**config.mk**
```make
export PLATFORM = sky130hd
export DESIGN_NAME = mem_arbiter
export DESIGN_NICKNAME = d
export VERILOG_FILES = /design/src/rtl/mem_arbiter.sv
export SDC_FILE = /design/constraint.sdc
export NUM_CORES = 1
export LEC_CHECK = 0
export ABC_CLOCK_PERIOD_IN_PS = 7700
export BUFFER_PORTS_ARGS = -buffer_cell sky130_fd_sc_hd__buf_2
export CAP_MARGIN = 20
export CORE_ASPECT_RATIO = 0.8
export CORE_UTILIZATION = 50
export DETAILED_ROUTE_END_ITERATION = 8
export PLACE_DENSITY = 0.95
export RECOVER_POWER = 50
export SKIP_CTS_REPAIR_TIMING = 1
export SYNTH_ARGS = -nofsm -noshare
export SYNTH_HDL_FRONTEND = slang
export SYNTH_SLANG_ARGS = --single-unit
export TNS_END_PERCENT = 50
```
**constraint.sdc**
```tcl
create_clock -name clk -period 7.7 [get_ports clk]
set_input_delay 1.54 -clock clk [delete_from_list [all_inputs] [get_ports clk]]
set_output_delay 1.54 -clock clk [all_outputs]
set_load 0.03 [all_outputs]
```
**src/rtl/mem_arbiter.sv**
```systemverilog
//============================================================================
// Module      : mem_arbiter
// Description : Two-port (instruction / data) arbiter in front of a single
//               memory port. Data has priority unless the instruction side
//               has waited through STARVE_LIMIT consecutive data grants.
// Revision    : 1.0 - initial release
//============================================================================
`default_nettype none

module mem_arbiter #(
   parameter int DATA_WIDTH   = 32,
   parameter int ADDR_WIDTH   = 32,
   parameter int STARVE_LIMIT = 4
) (
   input  logic                  clk,
   input  logic                  rst,
   // instruction fetch port
   input  logic                  i_req,
   input  logic [ADDR_WIDTH-1:0] i_addr,
   output logic                  i_done,
   output logic [DATA_WIDTH-1:0] i_rdata,
   // data port
   input  logic                  d_req,
   input  logic                  d_we,
   input  logic [ADDR_WIDTH-1:0] d_addr,
   input  logic [2:0]            d_size,
   input  logic [DATA_WIDTH-1:0] d_wdata,
   output logic                  d_done,
   output logic [DATA_WIDTH-1:0] d_rdata,
   // memory port
   output logic                  mem_read,
   output logic                  mem_write,
   output logic [ADDR_WIDTH-1:0] mem_address,
   output logic [2:0]            mem_size,
   output logic [DATA_WIDTH-1:0] mem_wdata,
   input  logic [DATA_WIDTH-1:0] mem_rdata,
   input  logic                  mem_ready,
   output logic                  busy
);

   localparam logic [3:0] c_LIMIT     = STARVE_LIMIT[3:0];
   localparam logic [2:0] c_WORD_SIZE = 3'b010;

   typedef enum logic [1:0] {
      IDLE   = 2'd0,
      ACCESS = 2'd1,
      RESP   = 2'd2
   } state_t;

   state_t     r_state;
   logic       r_owner_d;   // 1 = data port owns the current transaction
   logic [3:0] r_starve;    // consecutive data grants taken while a fetch waited

   logic w_any_req;
   logic w_grant_d;

   // Data wins unless the fetch side has been starved up to the limit
   assign w_any_req = i_req | d_req;
   assign w_grant_d = d_req & ~(i_req & (r_starve == c_LIMIT));

   // Busy reflects any non-idle state
   assign busy = (r_state != IDLE);

   // Arbitration FSM with registered memory-side and completion outputs
   always_ff @(posedge clk or posedge rst) begin
      if (rst) begin
         r_state     <= IDLE;
         r_owner_d   <= 1'b0;
         r_starve    <= 4'd0;
         i_done      <= 1'b0;
         i_rdata     <= '0;
         d_done      <= 1'b0;
         d_rdata     <= '0;
         mem_read    <= 1'b0;
         mem_write   <= 1'b0;
         mem_address <= '0;
         mem_size    <= 3'b000;
         mem_wdata   <= '0;
      end else begin
         case (r_state)
            IDLE: begin
               if (w_any_req) begin
                  r_state <= ACCESS;
                  if (w_grant_d) begin
                     r_owner_d   <= 1'b1;
                     mem_address <= d_addr;
                     mem_size    <= d_size;
                     mem_wdata   <= d_wdata;
                     mem_read    <= ~d_we;
                     mem_write   <= d_we;
                     // Only count data grants that actually made a fetch wait
                     if (i_req)
                        r_starve <= (r_starve == c_LIMIT) ? c_LIMIT : r_starve + 4'd1;
                     else
                        r_starve <= 4'd0;
                  end else begin
                     r_owner_d   <= 1'b0;
                     mem_address <= i_addr;
                     mem_size    <= c_WORD_SIZE;
                     mem_wdata   <= '0;
                     mem_read    <= 1'b1;
                     mem_write   <= 1'b0;
                     r_starve    <= 4'd0;
                  end
               end
            end

            ACCESS: begin
               // Hold every mem_* output until the memory accepts the access
               if (mem_ready) begin
                  r_state   <= RESP;
                  mem_read  <= 1'b0;
                  mem_write <= 1'b0;
                  if (r_owner_d) begin
                     d_done <= 1'b1;
                     if (!mem_write)
                        d_rdata <= mem_rdata;
                  end else begin
                     i_done  <= 1'b1;
                     i_rdata <= mem_rdata;
                  end
               end
            end

            RESP: begin
               i_done  <= 1'b0;
               d_done  <= 1'b0;
               r_state <= IDLE;
            end

            default: begin
               r_state <= IDLE;
            end
         endcase
      end
   end

endmodule

`default_nettype wire

```
== Word level (Yosys, flattened, before mapping) ==
Index checks and enable logic that the tools add are counted.

* Memories: 0
* Bits in registers: 142
* Memory bits (writable): 0
* Output and inout bits: 136
* ROM bits: 0
* Latch bits: 0

* Shifts and indexed selects: 0
* Reduce and logical (&&, ||, !) cells: 11
* Multiply operators: 0
* Mux-type cells: 23
* Divide/modulo/power cells: 0
* Add/sub/neg operators: 1
* Bitwise logic cells: 7
* Order comparisons: 0
* Eq/ne operators: 7

{| class="wikitable"
|+ Operator list
! operator !! count
|-
| $mux W32 || 2
|-
| $mux W4 || 3
|-
| $reduce_and A3 Y1 || 4
|-
| $mux W1 || 10
|-
| $ne A2 B2 Y1 const B || 4
|-
| $pmux W1 S2 || 4
|-
| $reduce_bool A2 Y1 || 3
|-
| $add A4 B1 Y4 const B || 1
|-
| $eq A4 B3 Y1 const B || 1
|-
| $mux W2 || 2
|-
| $not A1 Y1 || 4
|-
| $pmux W2 S2 || 1
|-
| $reduce_and A2 Y1 || 2
|-
| $reduce_and A4 Y1 || 1
|-
| $mux W3 || 1
|-
| $and A1 B1 Y1 || 2
|-
| $eq A2 B1 Y1 const B || 1
|-
| $eq A2 B2 Y1 const B || 1
|-
| $logic_not A2 Y1 || 1
|-
| $or A1 B1 Y1 || 1
|}

== Depth between registers and ports, before layout ==
Gate-level depths: netlist (run 1).

* Word-level depth: 7
* Mapped depth: 7

== Worst setup path after synthesis (run 1) ==
Ideal clock, no wire load.

* Path type: input -> register
* Start: input port d_req
* End: register mem_address[0]
* Slack: 5.034 ns
* Stages: 7
* Data arrival time: 2.575 ns
* Path buffers: 4
* Cells stage by stage: buf_2 or2_0 buf_2 and2_1 buf_6 buf_6 o221ai_1

* Word-level cells in the longest chain between the ends: 2
* Elaborated cells on any way between the ends: 4

{| class="wikitable"
|+ Ends and longest elaborated chain
! element !! RTL line !! source
|-
| from (decl) || 23 || <nowiki>input logic d_req,</nowiki>
|-
| $and A1 B1 Y1 or $or A1 B1 Y1 (tied branches) || 59, 58 ||
|-
| $mux W32 or $reduce_and A2 Y1 (tied branches) || n/a ||
|-
| to (signal assigned) || 86 || <nowiki>mem_address <= d_addr;</nowiki>
|-
| to (signal assigned) || 98 || <nowiki>mem_address <= i_addr;</nowiki>
|-
| to (decl) || 33 || <nowiki>output logic [ADDR_WIDTH-1:0] mem_address,</nowiki>
|}

Several ways; a longest one is shown, not always the timed one.
A chain may end at the register's enable or synchronous reset.

==> results of run 1 <==
==> layer usage <==
| metal | GRT usage, % | wire length (um) |
|---|---|---|
| met5 | 0 | 0 |
| met4 | 10.10 | 304 |
| met3 | 6.250 | 1258 |
| met2 | 47.10 | 8349 |
| met1 | 32.33 | 6388 |
==> cell usage after synthesis, drive strengths merged <==
cell | number | share of area (%)
dfrtp | 142 | 61
mux2 | 65 | 12
inv | 41 | 2.6
a22o | 38 | 5.7
nand3 | 33 | 2.8
nand4 | 32 | 3.4
o221ai | 32 | 4.8
buf | 23 | 2.9
clkbuf | 17 | 1.1
and2 | 3 | 0.32
nand2 | 3 | 0.19
o21ai | 3 | 0.26
and3 | 2 | 0.21
ha | 2 | 0.43
nor2 | 2 | 0.17
a21o | 1 | 0.13
a21oi | 1 | 0.085
a2bb2o | 1 | 0.17
a2bb2oi | 1 | 0.15
a311oi | 1 | 0.15
a31o | 1 | 0.15
a31oi | 1 | 0.11
nand2b | 1 | 0.11
nand3b | 1 | 0.13
nand4b | 1 | 0.26
nor3b | 1 | 0.21
nor4b | 1 | 0.15
o211ai | 1 | 0.13
o2bb2ai | 1 | 0.15
or2 | 1 | 0.11
==> sequential cells by signal, summed over array words and instances (netlist names), 2 cells and up <==
| register | flops |
|---|---|
| d_rdata | 32 |
| i_rdata | 32 |
| mem_address | 32 |
| mem_size | 3 |
| mem_wdata | 32 |
| r_starve | 4 |
| r_state | 2 |
==> per-stage QoR <==
step | cell area [um^2] | hold WS [ps] | setup slack (ps)
floorplan | 5869 | 501.7 | 2350
CTS | 7834 | 495.4 | 3268
detailed placement | 7268 | 472.3 | 2895
global placement | 7226 | 465.2 | 3011
global route | 7741 | 509.4 | 3150
finish | 7741 | 498.5 | 3768
==> worst register-to-register path, cell delays in order, from the launching register on <==
cell      delay, ps
dfrtp_1         400
inv_1            90
ha_1            220
nand4b_2        760
and3_1          740
buf_8           270
a22o_1          260
==> final timing paths <==
kind | cells past startpoint | start | end | slack, ps
worst min-delay path | 1 | d_rdata[20]$_DFFE_PP0P_ | d_rdata[20]$_DFFE_PP0P_ | 500
min in group asynchronous | 2 | rst | d_rdata[16]$_DFFE_PP0P_ | 2010
max in group clk | 5 | d_req | mem_address[16]$_DFFE_PP0P_ | 3870
worst max-delay path | 3 | rst | d_rdata[11]$_DFFE_PP0P_ | 3770
worst min register to register | 1 | d_rdata[20]$_DFFE_PP0P_ | d_rdata[20]$_DFFE_PP0P_ | 500
worst max register to register | 6 | r_starve[0]$_DFFE_PP0P_ | mem_wdata[22]$_DFFE_PP0P_ | 4850
==> layout make-up <==
cell class / count / area (um^2) / area share [%]
clock buffers: 19 / 452.9 / 5.851
clock inverters: 12 / 112.6 / 1.455
inverters: 41 / 155.1 / 2.004
multi-input cells: 230 / 1949 / 25.18
flip-flops and latches: 142 / 3553 / 45.90
well taps: 144 / 180.2 / 2.327
repair buffers: 280 / 1338 / 17.28
==> logic make-up (layout without fill, tap and decap cells) <==
group	Yosys count	count (layout)
muxes	65	65
DFF	142	142
adders and majority gates	2	2
and+or+nand+nor	81	81
buffers and inverters	81	352
AOI/OAI and AO/OA	82	82
==> power groups by stage <==
| stage | combinational [W] | clock [W] | sequential [W] |
|---|---|---|---|
| 2_1_floorplan | 0.000644 | 0 | 0.00197 |
| 3_3_place_gp | 0.00179 | 0 | 0.00129 |
| 3_5_place_dp | 0.00187 | 0 | 0.00131 |
| 4_1_cts | 0.00188 | 0.000791 | 0.00131 |
| 5_1_grt | 0.00190 | 0.000826 | 0.00137 |
| 6_report | 0.00179 | 0.000780 | 0.00132 |
==> qor.yml, run 1 <==
global_route:
  grt_max_degree: 73
  grt_pass1_vias: 4890
  grt_usage_pct: 26.99
  overflow: 0
  grt_pass1_wl_mm: 24.91
  antenna_found_initial: 0
finish:
  antenna_cells: 0
  finalNetCount: 851
  drive_above_1_share_pct: 33.29
  area_delta_synth_final_pct: 31.89
  final_core_util_pct: 69.45
  instances_no_fill: 868
  n_fill_cell: 841
  layout_commonest_cell: "dfrtp_1"
  layout_common_cells: "142 x dfrtp_1, 137 x clkbuf_1, 135 x buf_2, 61 x mux2_2, 40 x inv_1"
worst_setup_path:
  crit_slowest_cell: "clkinvlp_2"
  crit_family: "buffers and inverters"
  cp_max_fo: 72
  crit_path_start_kind: "primary input"
  cp-end-kind: "asynchronous set/reset pin"
  cp.arrival_ps: 4350
  slowest_delay_ps: 1730
  cp_cell_sequence: "buf_2 -> clkinvlp_2 -> buf_4"
  cp.required_ps: 8120
  path_class: "primary input to asynchronous set/reset pin"
  crit_buf_inv: 3
synth:
  syn_area_um2: 5869
  ys_ff_latch: 142
  synth_top_family_by_area: "multiplexers"
  synth_simple_gate_area_share_pct: 8.079
  yosysWarnings: 0
  muxShareOfSynthArea_pct: 12.47
  synth_xor_area_share_pct: 0
  syn-mean-instance-area_um2: 12.96
  seq_area_frac_synth_pct: 60.54
  synth_compound_area_share_pct: 11.92
  synth.distinct_cells: 35
  synth_fp_nets: 592
  synthCells: 453
  synthAdderAreaFrac_pct: 0.4263
power:
  power.share.sequential_pct: 34.0
  p_switching_w: 0.001781
  power_w: 0.003892
  pwr-share-clk_pct: 20.0
  irDropWorstVdd_mv: 0.2678
  p_leak_nw: 3.573
  power_switching_share_pct: 45.77
  combPwrFrac_pct: 46.0
  power_density_nw_per_um2: 502.7
  p_int_w: 0.002110
die:
  die_area_um2: 12180
  pin_count: 273
  start_util_pct: 52.66
  row_count: 34
  coreArea_um2: 11150
  dieWidth_um: 123.1
  die_y_um: 98.91
place:
  place_hpwl_mm: 11.16
  io_buffers: 272
  routabilityCongestion: 0.8140
  dpl.cell_count: 834
detailed_routing:
  drt_first_pass_iters: 4
  via_count: 4866
  drtIter0Drc: 239
  viasPerCell: 5.606
  drc_errors: 0
  wl_per_cell_um: 18.78
  wirelength_mm: 16.30
  ant_nets: 0
sta:
  slew_viol_final: 111
  clock_skew_ps: 11.28
  fin_crit_sh_pct: 51.07
  slew_headroom_pct: -107.8
  rsz0062_at_grt: "no"
  tns_ps: 0
  hold_viol: 0
  setup_viol: 0
  tightest_slew_ps: 3100
  clock.fmax_mhz: 254.3
  post-route-min-period_ps: 3932
clock_tree:
  cts_tree: "done"
  cts-htree-levels: 4
  clk_latency_ps: 410
  cts_buffers: 17
  clk_path_buf_depth: 2
  cts_sinks: 142
  clock-root-buffer: "clkbuf_16"
  path_clk_slew_ps: 60
flow_run:
  cap_violations: 2
run_status:
  violations: "max-capacitance violations, max-slew violations"
  status: "finished, violations left"
worst_hold_path:
  hp-class: "register to register"
Power figures use the tool's default switching activity.
==> inputs of run 2 (changes only) <==
- ABC_CLOCK_PERIOD_IN_PS: 7700 -> 4100
- CORE_UTILIZATION: 50 -> 47
- PLACE_DENSITY: 0.95 -> 0.93
- clock period: 7.7 -> 4.1 ns (I/O delays scaled with it)
==> run 2 against run 1 <==
The run still ends with max-capacitance violations, max-slew violations left. Global-route usage shrank 4.0 points. Via count shrank 1.5%. Clock power grew 96%.
==> qor.yml, run 2 (synthesis gave the netlist of run 1 again) <==
finish:
  area_delta_synth_final_pct: 32.76
  finalNetCount: 852
  final_core_util_pct: 64.07
  layout_commonest_cell: "buf_2"
  drive_above_1_share_pct: 43.11
  antenna_cells: 0
  layout_common_cells: "206 x buf_2, 142 x dfrtp_1, 67 x clkbuf_1, 61 x mux2_2, 40 x inv_1"
  n_fill_cell: 966
  stdcell_area_um2: 7792
sta:
  slew_viol_final: 37
  tns_ps: 0
  tightest_slew_ps: 1608
  setup_viol: 0
  slew_headroom_pct: -7.800
  hold_viol: 0
  post-route-min-period_ps: 2929
  clock.fmax_mhz: 341.4
  rsz0062_at_grt: "no"
  fin_crit_sh_pct: 71.44
  hold_ws_ps: 493.2
  clock_skew_ps: 8.514
clock_tree:
  clock-root-buffer: "clkbuf_16"
  clk_latency_ps: 410
  cts_buffers: 17
  cts_sinks: 142
  cts-htree-levels: 4
  cts_tree: "done"
  path_clk_slew_ps: 60
  clk_path_buf_depth: 2
detailed_routing:
  drc_errors: 0
  wl_per_cell_um: 16.88
  drt_first_pass_iters: 4
  drtIter0Drc: 217
  viasPerCell: 5.457
  via_count: 4791
  wirelength_mm: 14.82
  ant_nets: 0
worst_hold_path:
  worstHoldStart: "d_rdata[20]$_DFFE_PP0P_"
  hold_end: "d_rdata[20]$_DFFE_PP0P_"
  hp-class: "register to register"
  hold-path-cell-count: 1
die:
  die_area_um2: 12940
  dieWidth_um: 126.9
  start_util_pct: 48.26
  coreArea_um2: 12160
  die_y_um: 102.0
  pin_count: 273
  row_count: 36
flow_run:
  cap_violations: 1
global_route:
  grt_usage_pct: 23.02
  grt_max_degree: 108
  overflow: 0
  antenna_found_initial: 0
  grt_pass1_vias: 4586
  grt_pass1_wl_mm: 22.91
worst_setup_path:
  path_class: "primary input to asynchronous set/reset pin"
  cp_cell_sequence: "clkbuf_1 -> clkinvlp_2 -> clkbuf_4"
  cp_max_fo: 107
  r2r_slack_ps: 1840
  crit_slowest_cell: "clkbuf_4"
  cp.required_ps: 4370
  cp_num_cells: 3
  crit_buf_inv: 3
  cp-end-kind: "asynchronous set/reset pin"
  r2r_end: "mem_address[25]$_DFFE_PP0P_"
  slowest_delay_ps: 1260
  timing.rr.start: "r_state[0]$_DFFE_PP0P_"
  cp.arrival_ps: 3200
  crit_family: "buffers and inverters"
  ff2ff_path_depth: 4
  crit_path_start_kind: "primary input"
run_status:
  status: "finished, violations left"
  violations: "max-capacitance violations, max-slew violations"
power:
  irDropWorstVdd_mv: 0.3948
  p_leak_nw: 3.776
  power_density_nw_per_um2: 941.0
place:
  routabilityCongestion: 0.8390
  placedInstanceArea_um2: 7292
  io_buffers: 272
  place_hpwl_mm: 10.33
[run 2: cell types whose count changed in the layout (fill, tap and decap cells not counted), sizes merged]
cell      delta
buf         +71
bufinv       +1
inv          +1
clkbuf      -70
clkinvlp     -1
[run 2: worst max-delay path by stage]
stage / startpoint / end / slack (ps)
detailed placement: d_req / mem_address[26]$_DFFE_PP0P_ / 1430
floorplan: rst / d_done$_DFFE_PP0P_ / 1500
CTS: r_state[0]$_DFFE_PP0P_ / busy / 1380
global placement: d_req / mem_address[7]$_DFFE_PP0P_ / 1570
global route: rst / mem_address[28]$_DFFE_PP0P_ / 620
finish: rst / mem_size[2]$_DFFE_PP0P_ / 1170
[run 2: area by class of cell]
type	instances	area (um^2)	area share [%]
clock buffers	19	442.9	5.684
clock inverters	13	155.1	1.991
inverters	41	155.1	1.991
multi-input cells	230	1949	25.02
flip-flops and latches	142	3553	45.60
well taps	152	190.2	2.441
repair buffers	281	1346	17.28
[run 2: where the power goes]
group	leakage (nW)	internal (W)	switching (W)
registers	1.73	0.00207	0.000379
logic	1.76	0.00107	0.00228
clock network	0.283	0.000925	0.000604
[run 2: stage by stage]
step	setup slack, ps	power (W)	std cells
floorplan	1503	0.004912	453
global placement	1574	0.005806	846
detailed placement	1431	0.005911	846
CTS	1378	0.007472	878
global route	617.3	0.007729	878
finish	1171	0.007333	878
[run 2: per-layer routing]
layer	vias to the layer above	routed length, um	share of wire, %	GRT usage [%]
li1	2209	-	-	-
met1	2350	6397	43	29.14
met2	214	7184	48	37.79
met3	18	1037	7.0	7.068
met4	0	197	1.3	8.425
met5	-	0	0	0
